`src/rtl/inst_mm_pkg.sv`:
```
`default_nettype none
// ============================================================================
// Module      : inst_mm_pkg
// Description : Shared types, exception codes and load/store helpers for the
//               memory-access pipeline stage (inst_mm) and its request gen.
// Revision    : 1.0 - initial release
// ============================================================================
package inst_mm_pkg;

    typedef logic [31:0] uint32_t;

    // Architectural exception codes raised by the memory stage
    localparam logic [4:0] EXC_ADEL = 5'd4;   // address error on load
    localparam logic [4:0] EXC_ADES = 5'd5;   // address error on store

    typedef enum logic [4:0] {
        OP_NOP  = 5'd0,
        OP_ADDU = 5'd1,
        OP_SUBU = 5'd2,
        OP_OR   = 5'd3,
        OP_LUI  = 5'd4,
        OP_LB   = 5'd5,
        OP_LBU  = 5'd6,
        OP_LH   = 5'd7,
        OP_LHU  = 5'd8,
        OP_LW   = 5'd9,
        OP_SB   = 5'd10,
        OP_SH   = 5'd11,
        OP_SW   = 5'd12
    } op_t;

    typedef enum logic [1:0] {
        MSZ_NONE = 2'd0,
        MSZ_BYTE = 2'd1,
        MSZ_HALF = 2'd2,
        MSZ_WORD = 2'd3
    } mem_size_t;

    typedef enum logic [0:0] {
        ST_IDLE = 1'b0,
        ST_HOLD = 1'b1
    } mm_state_t;

    typedef struct packed {
        op_t op;
    } decode_resp_t;

    typedef struct packed {
        logic       we;
        logic [4:0] waddr;
        uint32_t    wrdata;
    } regs_wreq_t;

    typedef struct packed {
        uint32_t pc;
        uint32_t inst;
    } inst_fetch_t;

    typedef struct packed {
        logic         valid;
        decode_resp_t decode_resp;
        regs_wreq_t   regs_wreq;
        uint32_t      mem_vaddr;
        uint32_t      mem_wrdata;   // rt operand for stores
        inst_fetch_t  inst_fetch;
    } pipe_ex_t;

    typedef struct packed {
        logic        valid;
        op_t         op;
        regs_wreq_t  regs_wreq;
        uint32_t     mem_vaddr;     // low bits select the load lane in writeback
        logic [3:0]  be;
        inst_fetch_t inst_fetch;
    } pipe_mm_t;

    typedef struct packed {
        logic       read;
        logic       write;
        uint32_t    vaddr;
        logic [3:0] be;
        uint32_t    wrdata;
    } dcache_req_t;

    // Access size of an op; MSZ_NONE for non-memory ops
    function automatic mem_size_t op_size(op_t op);
        case (op)
            OP_LB, OP_LBU, OP_SB: op_size = MSZ_BYTE;
            OP_LH, OP_LHU, OP_SH: op_size = MSZ_HALF;
            OP_LW, OP_SW:         op_size = MSZ_WORD;
            default:              op_size = MSZ_NONE;
        endcase
    endfunction

    function automatic logic op_is_load(op_t op);
        op_is_load = (op == OP_LB) || (op == OP_LBU) || (op == OP_LH) ||
                     (op == OP_LHU) || (op == OP_LW);
    endfunction

    function automatic logic op_is_store(op_t op);
        op_is_store = (op == OP_SB) || (op == OP_SH) || (op == OP_SW);
    endfunction

    // Byte enables for the access; word ops always enable all four lanes
    function automatic logic [3:0] mem_be(op_t op, logic [1:0] addr);
        case (op_size(op))
            MSZ_BYTE: mem_be = 4'b0001 << addr;
            MSZ_HALF: mem_be = 4'b0011 << addr;
            MSZ_WORD: mem_be = 4'b1111;
            default:  mem_be = 4'b0000;
        endcase
    endfunction

    // Replicate the store operand across every lane it may land in
    function automatic uint32_t store_data(op_t op, uint32_t rt);
        case (op)
            OP_SB:   store_data = {4{rt[7:0]}};
            OP_SH:   store_data = {2{rt[15:0]}};
            OP_SW:   store_data = rt;
            default: store_data = '0;
        endcase
    endfunction

endpackage
`default_nettype wire

```
`src/rtl/inst_mm_req_gen.sv`:
```
`default_nettype none
// ============================================================================
// Module      : mm_req_gen
// Description : Pure combinational decode of a load/store op and address into
//               dcache read/write strobes, byte enables, lane-replicated store
//               data and an alignment-error flag.
// Revision    : 1.0 - initial release
// ============================================================================
module mm_req_gen
    import inst_mm_pkg::*;
(
    input  logic [4:0]  i_op,
    input  logic [1:0]  i_addr_lo,
    input  logic [31:0] i_rt,
    output logic        o_read,
    output logic        o_write,
    output logic [3:0]  o_be,
    output logic [31:0] o_wrdata,
    output logic        o_misaligned
);

    op_t       w_op;
    mem_size_t w_size;

    assign w_op   = op_t'(i_op);
    assign w_size = op_size(w_op);

    // Half-words need bit 0 clear, words need both low bits clear
    assign o_misaligned = ((w_size == MSZ_HALF) && i_addr_lo[0]) ||
                          ((w_size == MSZ_WORD) && (i_addr_lo != 2'b00));

    // A misaligned access never reaches the dcache
    assign o_read   = op_is_load(w_op)  && !o_misaligned;
    assign o_write  = op_is_store(w_op) && !o_misaligned;
    assign o_be     = mem_be(w_op, i_addr_lo);
    assign o_wrdata = store_data(w_op, i_rt);

endmodule
`default_nettype wire

```
`src/rtl/inst_mm.sv`:
```
`default_nettype none
// ============================================================================
// Module      : inst_mm
// Description : Memory-access pipeline stage. Issues the dcache request for
//               the instruction from execute, parks it in a skid register while
//               the dcache is busy, flags address errors and registers the
//               result for writeback.
// Revision    : 1.0 - initial release
// ============================================================================
module inst_mm
    import inst_mm_pkg::*;
#(
    parameter int DATA_WIDTH = $bits(uint32_t)
) (
    input  logic                           clk,
    input  logic                           rst,
    input  logic                           flush,
    input  logic                           ready_i,
    output logic                           ready_o,
    input  logic [$bits(pipe_ex_t)-1:0]    pipe_ex,
    input  logic                           dcache_busy,
    output logic [$bits(dcache_req_t)-1:0] dcache_req,
    output logic [$bits(pipe_mm_t)-1:0]    pipe_mm_n,
    output logic [$bits(pipe_mm_t)-1:0]    pipe_mm,
    output logic                           exc_valid,
    output logic [4:0]                     exc_code,
    output logic [DATA_WIDTH-1:0]          exc_badvaddr
);

    pipe_ex_t    ex_in;
    pipe_ex_t    src;
    dcache_req_t req;
    pipe_mm_t    mm_n;

    mm_state_t             state_q, state_d;
    pipe_ex_t              skid_q, skid_d;
    pipe_mm_t              pipe_mm_q, pipe_mm_d;
    logic                  exc_valid_q, exc_valid_d;
    logic [4:0]            exc_code_q, exc_code_d;
    logic [DATA_WIDTH-1:0] exc_badvaddr_q, exc_badvaddr_d;

    logic        gen_read;
    logic        gen_write;
    logic [3:0]  gen_be;
    logic [31:0] gen_wrdata;
    logic        gen_misaligned;
    logic        mem_ok;
    logic        issue_ok;

    assign ex_in = pipe_ex_t'(pipe_ex);

    // While holding, the parked copy drives the request so upstream is free
    assign src = (state_q == ST_HOLD) ? skid_q : ex_in;

    mm_req_gen u_req_gen (
        .i_op         (src.decode_resp.op),
        .i_addr_lo    (src.mem_vaddr[1:0]),
        .i_rt         (src.mem_wrdata),
        .o_read       (gen_read),
        .o_write      (gen_write),
        .o_be         (gen_be),
        .o_wrdata     (gen_wrdata),
        .o_misaligned (gen_misaligned)
    );

    assign mem_ok   = gen_read || gen_write;
    assign issue_ok = src.valid && !flush && ready_i;

    // dcache request: strobes are killed by flush, payload always follows src
    always_comb begin
        req        = '0;
        req.read   = issue_ok && gen_read;
        req.write  = issue_ok && gen_write;
        req.vaddr  = src.mem_vaddr;
        req.be     = gen_be;
        req.wrdata = gen_wrdata;
    end

    // Next stage output; an address error must not write the register file
    always_comb begin
        mm_n              = '0;
        mm_n.valid        = src.valid && !flush;
        mm_n.op           = src.decode_resp.op;
        mm_n.regs_wreq    = src.regs_wreq;
        mm_n.regs_wreq.we = src.regs_wreq.we && !gen_misaligned;
        mm_n.mem_vaddr    = src.mem_vaddr;
        mm_n.be           = gen_be;
        mm_n.inst_fetch   = src.inst_fetch;
    end

    // Upstream must stall while a request is held or about to be parked
    always_comb begin
        ready_o = 1'b0;
        if (state_q == ST_IDLE) begin
            ready_o = ready_i && !(mem_ok && dcache_busy && ex_in.valid);
        end
    end

    // Next-state, skid capture and registered outputs; flush beats everything
    always_comb begin
        state_d        = state_q;
        skid_d         = skid_q;
        pipe_mm_d      = '0;
        exc_valid_d    = 1'b0;
        exc_code_d     = '0;
        exc_badvaddr_d = '0;

        if (flush) begin
            state_d = ST_IDLE;
            skid_d  = '0;
        end else if (!ready_i) begin
            // Writeback cannot take anything; emit a bubble and keep state
            pipe_mm_d = '0;
        end else begin
            case (state_q)
                ST_IDLE: begin
                    if (ex_in.valid && mem_ok && dcache_busy) begin
                        skid_d  = ex_in;
                        state_d = ST_HOLD;
                    end else begin
                        pipe_mm_d = mm_n;
                        if (ex_in.valid && gen_misaligned) begin
                            exc_valid_d    = 1'b1;
                            exc_code_d     = op_is_store(ex_in.decode_resp.op) ?
                                             EXC_ADES : EXC_ADEL;
                            exc_badvaddr_d = ex_in.mem_vaddr;
                        end
                    end
                end
                ST_HOLD: begin
                    // Only aligned requests are ever parked, so no exception here
                    if (!dcache_busy) begin
                        pipe_mm_d = mm_n;
                        skid_d    = '0;
                        state_d   = ST_IDLE;
                    end
                end
                default: begin
                    state_d = ST_IDLE;
                    skid_d  = '0;
                end
            endcase
        end
    end

    // Stage registers
    always_ff @(posedge clk) begin
        if (rst) begin
            state_q        <= ST_IDLE;
            skid_q         <= '0;
            pipe_mm_q      <= '0;
            exc_valid_q    <= 1'b0;
            exc_code_q     <= '0;
            exc_badvaddr_q <= '0;
        end else begin
            state_q        <= state_d;
            skid_q         <= skid_d;
            pipe_mm_q      <= pipe_mm_d;
            exc_valid_q    <= exc_valid_d;
            exc_code_q     <= exc_code_d;
            exc_badvaddr_q <= exc_badvaddr_d;
        end
    end

    assign dcache_req   = req;
    assign pipe_mm_n    = mm_n;
    assign pipe_mm      = pipe_mm_q;
    assign exc_valid    = exc_valid_q;
    assign exc_code     = exc_code_q;
    assign exc_badvaddr = exc_badvaddr_q;

endmodule
`default_nettype wire

```
`config.mk`:
```
export PLATFORM = sky130hd
export DESIGN_NAME = inst_mm
export DESIGN_NICKNAME = d
export VERILOG_FILES = /design/src/rtl/inst_mm_pkg.sv /design/src/rtl/inst_mm_req_gen.sv /design/src/rtl/inst_mm.sv
export SDC_FILE = /design/constraint.sdc
export NUM_CORES = 1
export LEC_CHECK = 0
export CORE_AREA = 4 4 221 223
export CTS_CLUSTER_DIAMETER = 150
export DETAILED_ROUTE_END_ITERATION = 6
export DIE_AREA = 0 0 225 227
export GPL_TIMING_DRIVEN = 1
export HOLD_SLACK_MARGIN = 0.03
export PLACE_DENSITY = 0.71
export SYNTH_ARGS = -nofsm -noshare
export SYNTH_HDL_FRONTEND = slang
export SYNTH_SLANG_ARGS = --single-unit
```
`constraint.sdc`:
```
create_clock -name clk -period 5.2 [get_ports clk]
set_input_delay 1.04 -clock clk [delete_from_list [all_inputs] [get_ports clk]]
set_output_delay 1.04 -clock clk [all_outputs]
set_load 0.01 [all_outputs]
```
==> results.md <==
- Yosys warning count: 0
- Number of synthesized register bits: 352
- Status: finished, final reports clean
- Total gr overflow: 0
- R2R Setup Slk: 1.26 ns
- Cell area after layout: 24,900 um2
- Hold EP: skid_q[171]
- Crit path kind: input pin to output pin
- DR pass1 iterations: 6
- Setup violations, final: 0
- CTS Sinks: 352
- Die Ht: 227 um
- Pwr Total: 6.69 mW
- Htree depth: 2
- Vias per inst: 6.25
- Syn avg cell area: 8.26 um2
- WL/cell: 23.2 um
- Register area: 7050 um2
- DRC: 0
- Power per Cell Area: 269 nW/um2
- First-pass GRT wire length: 109,000 um
- Hold Vio Cnt, Final: 0
- Required @ worst endpoint: 4.16 ns
- Final clock skew: 0.0267 ns
- Worst skew pair latency: 0.56 ns
- Largest net degree at the start of global routing: 217
- IO Count: 574
- Layout Nets: 2,689
- Hold Crit Depth: 1
- DR vias: 19.7k
- CP arrival: 4.02 ns
- Max FO, Critical Path: 9
- Slew Viols, Final: 0
- Die area: 51,100 um2
- Leading cell types in the layout, fill and taps excluded: clkdlybuf4s50_1, dfxtp_1, nand4_1
- CTS tree: done
- Area of the multi-input gates: 8620 um2
- Initial core utilization: 37.7%
- Worst hold path class: flip-flop to flip-flop
- Clock Tree Buf Depth: 3
- Hold Slack: 0.486 ns
- Achievable Freq: 198 MHz
- Layout fillers: 4,179
- Synth cell types: 50
- Global-route usage over all layers: 26.4%
- Static Leak: 8.64 nW
- Placed Instances: 3,070
- Share of cells above drive strength 1: 6.15%
- Setup total negative slack: 0 ns
- Asr flop ratio synth: 0%
- Clock-pin transition on the worst setup and hold timing paths: 0.06 ns
- Startpoint types: input pin
- Critical Path Sink Type: output pin
- FF-to-FF path depth: 11
- Period utilization: 97.3%
- Fin cells: 3,147
- Final wirelength: 73,100 um
- Cell Area, Placed: 23,400 um2
- Die width: 225 um
- Worst Tran Pin Value: 1.26 ns
- Number of synthesized flops with an enable pin: 0
- HP Start: skid_q[171]
- Leading cell type in the layout, fill and taps excluded: clkdlybuf4s50_1
- Max-slew headroom: 16.1%
- DRT antenna net count: 0
- Top_reg_cell synth: dfxtp_1
- Total core area: 46,600 um2
- Cell count after synthesis: 2,128
- Mapped cell area: 17,600 um2
- Final HPWL DP: 47,600 um
- R2R Path End: skid_q[63]
- Initial antenna violation count: 9
- Cell Rows: 79
- Worst r2r src: state_q
- Max-cap violations: 0
- Gpl congestion: 0.882
- Area growth syn-to-layout: 41.7%
- Vias in the first global route: 18.1k
- Port Buffers: 570
- Cts bufs inserted: 41
- CTS Root Cell: clkbuf_16
- Initial DRC count: 2,235
- Min Tclk post-route: 5.06 ns
- Seq/Total Area, Yosys: 40.1%
- VDD IR max: 0.232 mV
## logic make-up after synthesis
family,after synthesis,synth area share [%]
xor+xnor,2,0.0997
compound gates,501,22.6
mux,42,2.47
simple gates,747,22.8
fa+ha+maj,5,0.356
other cells,1,0.0213
flops,352,40.1
buf+inv,478,11.5
## sequential cells by signal, indices dropped and copies added, names as in the netlist
signal        count
skid_q          172
pipe_mm         144
exc_badvaddr     32
exc_code          2
exc_valid         1
state_q           1
## layout make-up
class,instances,area share (%)
Inverter,177,2.67
Tap cell,607,3.05
Clock buffer,58,4.91
Multi-Input combinational cell,1300,34.6
Clock inverter,13,0.708
Sequential cell,352,28.3
Timing Repair Buffer,635,25.7
Antenna cell,5,0.0502
## repair_timing
| item | in CTS | in global routing |
|---|---|---|
| resized for setup | 5 | 14 |
| hold buffers | 0 | 0 |
| buffers inserted | 0 | 1 |
| setup endpoints to repair | 10 | 10 |
## cell usage after synthesis (17+ instances only)
cell type	n	area, um2
o2111ai_1	170	1490
nor3_1	34	170
a32o_1	137	1370
nor2_1	24	90.1
nand4_1	343	2150
o22ai_1	17	106
inv_1	175	657
buf_4	51	383
buf_2	30	150
o21ai_0	137	686
clkbuf_1	197	739
buf_1	23	86.3
nand3_1	175	876
dfxtp_1	352	7050
nand2_1	141	529
mux2i_1	38	380
## worst max-delay path by stage
stage / startpoint / end / slack, ns / depth (start not counted)
3_5_place_dp: pipe_ex[166] / dcache_req[69] / -0.11 / 13
3_3_place_gp: pipe_ex[166] / pipe_mm_n[137] / -0.09 / 14
2_1_floorplan: pipe_ex[166] / dcache_req[68] / 0.28 / 14
4_1_cts: pipe_ex[167] / dcache_req[33] / 0.003 / 14
5_1_grt: pipe_ex[166] / dcache_req[35] / -0.0008 / 16
6_report: pipe_ex[166] / dcache_req[33] / 0.14 / 16
## power by group
group / switching [mW] / internal (mW) / total [mW] / leakage, nW
Combinational: 0.499 / 0.420 / 0.919 / 5.11
Sequential: 0.0193 / 2.73 / 2.75 / 2.85
Clock: 1.19 / 1.83 / 3.02 / 0.683
Total: 1.70 / 4.99 / 6.69 / 8.64
## per-stage QoR
step | setup slack (ns) | util, %
6_report | 0.138 | 53.5
5_1_grt | -0.000823 | 53.5
4_1_cts | 0.00271 | 53.3
3_5_place_dp | -0.111 | 50.3
3_3_place_gp | -0.0904 | 50.3
2_1_floorplan | 0.278 | -
## worst max-delay path, cell delays in order
cell	delay, ns
clkdlybuf4s50_1	0.45
mux2i_2	0.21
buf_4	0.17
inv_1	0.06
ha_1	0.21
and2_1	0.17
a22o_4	0.24
ha_4	0.19
buf_6	0.15
nor2_1	0.11
o211ai_1	0.11
o21ai_2	0.10
buf_4	0.15
nor2_1	0.04
buf_4	0.15
clkdlybuf4s50_1	0.48
## routing by layer
metal / GRT usage (%) / vias to the layer above / routed length, um / part of all wire (%)
met1: 33.9 / 9552 / 28900 / 40
met3: 5.76 / 152 / 6490 / 8.9
li1: - / 8884 / - / -
met2: 44.3 / 1072 / 35300 / 48
met4: 8.62 / 12 / 2270 / 3.1
met5: 0 / - / 72 / 0.099
No activity file was read; power rests on OpenSTA's default activity.
